### config.mk
export PLATFORM = sky130hd
export DESIGN_NAME = pulse_width_meter
export DESIGN_NICKNAME = d
export VERILOG_FILES = /design/src/rtl/pulse_width_meter.sv
export SDC_FILE = /design/constraint.sdc
export NUM_CORES = 1
export LEC_CHECK = 0
export CORE_AREA = 4 4 46 68
export DETAILED_ROUTE_END_ITERATION = 7
export DIE_AREA = 0 0 50 72
export HOLD_SLACK_MARGIN = 0.15
export PLACE_DENSITY = 0.77
export SLEW_MARGIN = 20
export SYNTH_ARGS = -nofsm -noshare
export SYNTH_HDL_FRONTEND = slang
export SYNTH_SLANG_ARGS = --single-unit
### constraint.sdc
create_clock -name i_clk -period 4.2 [get_ports i_clk]
set_input_delay 0.63 -clock i_clk [delete_from_list [all_inputs] [get_ports i_clk]]
set_output_delay 0.63 -clock i_clk [all_outputs]
set_load 0.03 [all_outputs]
### src/rtl/pulse_width_meter.sv
// Measures each active-high window on i_active in enabled cycles and publishes a one-cycle result strobe.
// Optional PWM_INPUT_SYNC_EN adds a 2-flop input synchronizer (results delayed by 2 cycles).
module pulse_width_meter #(
   parameter int MAX_WIDTH = 1023,
   parameter int CNT_W     = 10,
   parameter int EXP_WIDTH = 0
) (
   input  logic             i_clk,
   input  logic             i_rst,
   input  logic             i_ce,
   input  logic             i_active,
   output logic [CNT_W-1:0] o_width,
   output logic             o_valid,
   output logic             o_overflow,
   output logic             o_match,
   output logic             o_busy
);

   typedef enum logic [1:0] {
      WAIT_LOW = 2'd0,
      IDLE     = 2'd1,
      MEASURE  = 2'd2,
      SAT      = 2'd3
   } state_t;

   localparam logic [CNT_W-1:0] MAX_C = CNT_W'(MAX_WIDTH);
   localparam logic [CNT_W-1:0] EXP_C = CNT_W'(EXP_WIDTH);

   state_t           state_q, state_d;
   logic [CNT_W-1:0] count_q, count_d;
   logic             sample;
   logic             publish;
   logic             publish_ovf;
   logic             publish_match;

`ifdef PWM_INPUT_SYNC_EN
   logic [1:0] sync_q;

   // Synchronizer runs on every edge so i_ce never stretches metastability settling.
   always_ff @(posedge i_clk or posedge i_rst) begin
      if (i_rst) sync_q <= 2'b00;
      else       sync_q <= {sync_q[0], i_active};
   end

   assign sample = sync_q[1];
`else
   assign sample = i_active;
`endif

   // NOTE: every output of this block gets a default first so no path leaves one unassigned (no latch).
   always_comb begin
      state_d     = state_q;
      count_d     = count_q;
      publish     = 1'b0;
      publish_ovf = 1'b0;
      if (i_ce) begin
         unique case (state_q)
            WAIT_LOW: if (!sample) state_d = IDLE;
            IDLE: begin
               if (sample) begin
                  state_d = MEASURE;
                  count_d = CNT_W'(1);
               end
            end
            MEASURE: begin
               if (!sample) begin
                  state_d = IDLE;
                  publish = 1'b1;
               end else if (count_q < MAX_C) begin
                  count_d = count_q + 1'b1;
               end else begin
                  state_d = SAT;
               end
            end
            SAT: begin
               if (!sample) begin
                  state_d     = IDLE;
                  publish     = 1'b1;
                  publish_ovf = 1'b1;
               end
            end
            default: state_d = WAIT_LOW;
         endcase
      end
   end

   assign publish_match = (EXP_WIDTH != 0) && !publish_ovf && (count_q == EXP_C);

   // NOTE: sequential state uses non-blocking assignments so every flop samples pre-edge values.
   always_ff @(posedge i_clk or posedge i_rst) begin
      if (i_rst) begin
         state_q    <= WAIT_LOW;
         count_q    <= '0;
         o_width    <= '0;
         o_valid    <= 1'b0;
         o_overflow <= 1'b0;
         o_match    <= 1'b0;
      end else begin
         state_q <= state_d;
         count_q <= count_d;
         o_valid <= publish;
         if (publish) begin
            o_width    <= count_q;
            o_overflow <= publish_ovf;
            o_match    <= publish_match;
         end
      end
   end

   assign o_busy = (state_q == MEASURE) || (state_q == SAT);

endmodule
Word level (Yosys, flattened, before mapping)

Cells that the tools add are included.

Register bits: 24
Latch bits: 0
Memory bits (writable): 0
Bits in read-only memories: 0
Input port bits: 4
Output and inout port bits: 14
Word-level logic and storage cells: 36
Memories kept: 0

$add $sub $neg: 1
$mul: 0
Div/mod/pow operators: 0
$lt $le $gt $ge: 1
Equal/unequal tests: 8
Shift operators: 0
Muxes and demuxes: 14
Bitwise gates (word level): 0
Reductions and logical operators: 7

Operators with widths:

| operator                                            | count |
|---|---|
| 2-to-1 mux 10 bit                                   | 3 |
| case mux 10 bit (2 select lines)                    | 1 |
| adder 10 x 1 -> 10 bit, second input constant       | 1 |
| < comparator 10 bit, second input constant          | 1 |
| 2-to-1 mux 2 bit                                    | 4 |
| != test 2 bit, second input constant                | 4 |
| case mux 2 bit (3 select lines)                     | 1 |
| 2-to-1 mux 1 bit                                    | 5 |
| AND reduction 5 bit                                 | 1 |
| equality test 2 bit, second input constant          | 2 |
| AND reduction 4 bit                                 | 1 |
| OR reduction 2 bit                                  | 2 |
| != test 3 bit, second input constant                | 1 |
| equality test 2 x 1 -> 1 bit, second input constant | 1 |
| logical NOT 2 bit                                   | 1 |
| nonzero test 2 bit                                  | 1 |
| logical OR 1 bit                                    | 1 |

Longest topological paths before layout

Word-level depth: 4
Gate-level depth with buffers: 6
Gate-level depth less buffers: 6

Worst setup path after synthesis

OpenSTA, ideal clock, no wires.

Kind: reg-to-reg
From: register state_q[0]
To: register o_width[0]
Setup time: 0.125 ns
Data arrival time: 1.643 ns
Data required time: 4.075 ns
Path slack: 2.433 ns
Cell stages (with the launch flop): 7
Clock period less this slack: 1.767 ns
Path through: dfrtp_1 > inv_1 > ha_1 > or2_2 > and2_1 > buf_2 > mux2_2

Longest elaborated chain between the ends: 4
Elaborated cells on any way between the ends: 5

Ends and longest elaborated chain:

| element                        | RTL line | text |
|---|---|---|
| from (decl)                    | 29       | `state_t state_q, state_d;` |
| from (signal assigned)         | 99       | `state_q <= state_d;` |
| equality test 2 bit            | 57       | `unique case (state_q)` |
| OR reduction 2 bit (no line) * | -        |  |
| 2-to-1 mux 1 bit *             | -        |  |
| 2-to-1 mux 1 bit *             | 56       | `if (i_ce) begin` |
| via publish                    | 32       | `logic publish;` |
| to (signal assigned)           | 103      | `o_width <= count_q;` |
| to (decl)                      | 12       | `output logic [CNT_W-1:0] o_width,` |

The timed path passes the listed nets; every way through them passes the cells marked *.
A chain may end at the register's enable or synchronous reset.

Worst setup path in the final report

From: register state_q[0]
To: output port o_busy

Longest elaborated chain between the ends: 2
Elaborated cells on any way between the ends: 3

Ends and longest elaborated chain:

| element             | RTL line | text |
|---|---|---|
| equality test 2 bit | 110      | `assign o_busy = (state_q == MEASURE) \|\| (state_q == SAT);` |
| logical OR 1 bit *  | 110      |  |
| to (decl)           | 16       | `output logic o_busy` |

Every way passes the cells marked *; elsewhere a longest branch is shown, timed or not.

==> impl_metrics.py <==
metrics = {
    "outcome": {
        "status": "completed",
    },
    "setup_path": {
        "crit_type": "reg2out",
        "worstPathRequired_ns": 3.57,
        "cp.arrival_ns": 2.07,
        "start_kind": "flop",
        "critPathCaptureType": "primary output",
        "slowest_stage": "clkdlybuf4s50_1",
        "worstPathCellList": "inv_1 > ha_1 > or2_2 > clkdlybuf4s50_1",
        "crit_family": "buffers and inverters",
        "path_max_fanout": 15,
        "max_stage_delay_ns": 0.66,
        "crit_buf_inv": 2,
    },
    "logic_synthesis": {
        "synthTopCellsByArea": "dfrtp_1, mux2_2, ha_1",
        "yosys_warnings": 0,
        "synthArstFlopShare_pct": 100,
        "synth.net_count": 116,
        "ys_ff_latch": 24,
        "synth_edf_count": 0,
        "ys_types": 42,
        "synth_common_cells": "dfrtp_1, mux2_2, nand2_1, inv_1, o21ai_0",
        "ys_seq_area_share_pct": 49.6,
        "synth_top_flop_cell": "dfrtp_1",
        "synth_area_leader_cell": "dfrtp_1",
        "yosysMostFrequentCell": "dfrtp_1",
        "synth_area_per_cell_um2": 11.2,
        "synth_area_mm2": 0.00121,
        "synth_top_area_share_pct": 49.6,
        "synthCells": 108,
    },
    "route": {
        "first_iter_violations": 33,
        "drtPass1Iterations": 4,
        "vias": 902,
        "ant_nets": 0,
        "drc": 0,
        "vias_per_cell": 5.60,
        "wl_um": 2430,
        "wl_per_cell_um": 15.1,
    },
    "cells_and_area": {
        "syn2layout_area_growth_pct": 21.2,
        "layout.nets": 133,
        "layout-drive-gt1-share_pct": 16.1,
        "diodes": 0,
    },
    "sta": {
        "fin_crit_sh_pct": 64.4,
        "period_minus_slack_ns": 2.70,
        "setup_viol": 0,
        "max_freq_mhz": 370,
        "hold_violations": 0,
        "timing.slew.headroom_pct": 41.6,
        "rsz0062_at_grt": "false",
        "drv_slew": 0,
        "fin_setup_tns_ns": 0,
        "worst_pin_slew_ns": 0.874,
        "skew_ns": 0.00346,
    },
    "floorplan": {
        "ioPinCount": 18,
        "rows": 23,
        "die_w_um": 50,
        "start_util_pct": 46.2,
        "core-area_mm2": 0.00262,
        "die-height_um": 72,
        "dieArea_mm2": 0.00360,
    },
    "grt": {
        "grt_pass1_vias": 917,
        "track_usage_pct": 15.0,
        "grt_pass1_wl_um": 4230,
        "grt_antenna_before_repair": 0,
        "grt-ovfl-total": 0,
        "grt_max_degree": 25,
    },
    "worst_hold_path": {
        "hp-class": "reg2reg",
    },
    "power": {
        "cellLeakagePower_nw": 0.646,
        "power_density_mw_per_mm2": 616,
        "vdd_ir_drop_max_mv": 0.354,
        "power_mw": 0.904,
    },
    "clocking": {
        "path_clk_slew_ns": 0.08,
        "postCtsSetupBuffers": 0,
        "hold_buffers": 0,
        "htree_levels": 1,
        "clk_path_buf_depth": 2,
        "cts-buffers-inserted": 3,
        "clk_latency_ns": 0.27,
        "cts_resized": 0,
        "cts_tree": "done",
        "root_buffer": "clkbuf_8",
        "cts_sinks": 24,
    },
    "placement": {
        "port_buffers": 16,
        "place_hpwl_um": 1800,
        "gp_congestion": 0.818,
    },
    "run": {
        "cap_violations": 0,
    },
}
==> metal layers <==
metal | global-route usage (%) | vias up | wire length [um]
li1 | - | 437 | -
met1 | 17.0 | 447 | 990
met2 | 27.5 | 13 | 1340
met3 | 2.05 | 5 | 52
met4 | 6.46 | 0 | 43
met5 | 0 | - | 0
==> state kept, by name (all words and copies together) (netlist names) <==
name	count
state_q	2
count_q	10
o_valid	1
o_width	10
o_overflow	1
==> through the flow <==
step	hold slack, ns	worst slack, ns	std cells	area (um2)	util, %
detailed placement	0.486	1.72	157	1400	53.3
global placement	0.489	1.76	157	1400	53.3
floorplan	0.508	2.43	108	1210	-
finish	0.510	1.50	161	1470	56.0
CTS	0.514	1.48	161	1470	56.0
global route	0.529	1.35	161	1470	56.0
==> area by class of cell <==
cell class	instances	area (um2)
clock buffers	3	41.3
clock inverters	1	30.0
fillers	215	1150
inverters	6	22.5
multi-input cells	74	567
flip-flops and latches	24	601
well taps	37	46.3
repair buffers	16	160
==> power by group <==
group / internal (mW) / switching (mW) / leakage [nW] / total (mW)
clock: 0.127 / 0.0742 / 0.0357 / 0.202
combinational: 0.159 / 0.201 / 0.301 / 0.360
sequential: 0.288 / 0.0549 / 0.310 / 0.343
total: 0.575 / 0.330 / 0.646 / 0.904
==> cell usage in the layout (no fill, tap or decap), types with 4 or more instances in the layout <==
| cell | n |
|---|---|
| dfrtp_1 | 24 |
| inv_1 | 6 |
| mux2_2 | 10 |
| nand2_1 | 9 |
| ha_1 | 4 |
| nand3_1 | 4 |
| clkdlybuf4s50_1 | 16 |
| o21ai_0 | 6 |
==> final timing paths <==
check,from,slack [ns],endpoint,cells past startpoint
min reg2reg,o_width[9],0.51,o_width[9],1
max in group asynchronous,i_rst,2.83,o_overflow,2
max reg2reg,state_q[0],2.10,o_width[7],5
min,o_width[9],0.51,o_width[9],1
max,state_q[0],1.50,o_busy,4
min in group asynchronous,i_rst,0.84,o_width[3],2
==> cells by family after synthesis <==
kind of cell / count (synthesis) / share of synthesized area (%)
fa+ha+maj: 4 / 4.13
other cells: 1 / 0.310
mux: 11 / 10.1
simple gates: 30 / 13.8
buf+inv: 10 / 3.62
flops: 24 / 49.6
compound gates: 28 / 18.4
Power figures use the tool's default switching activity.
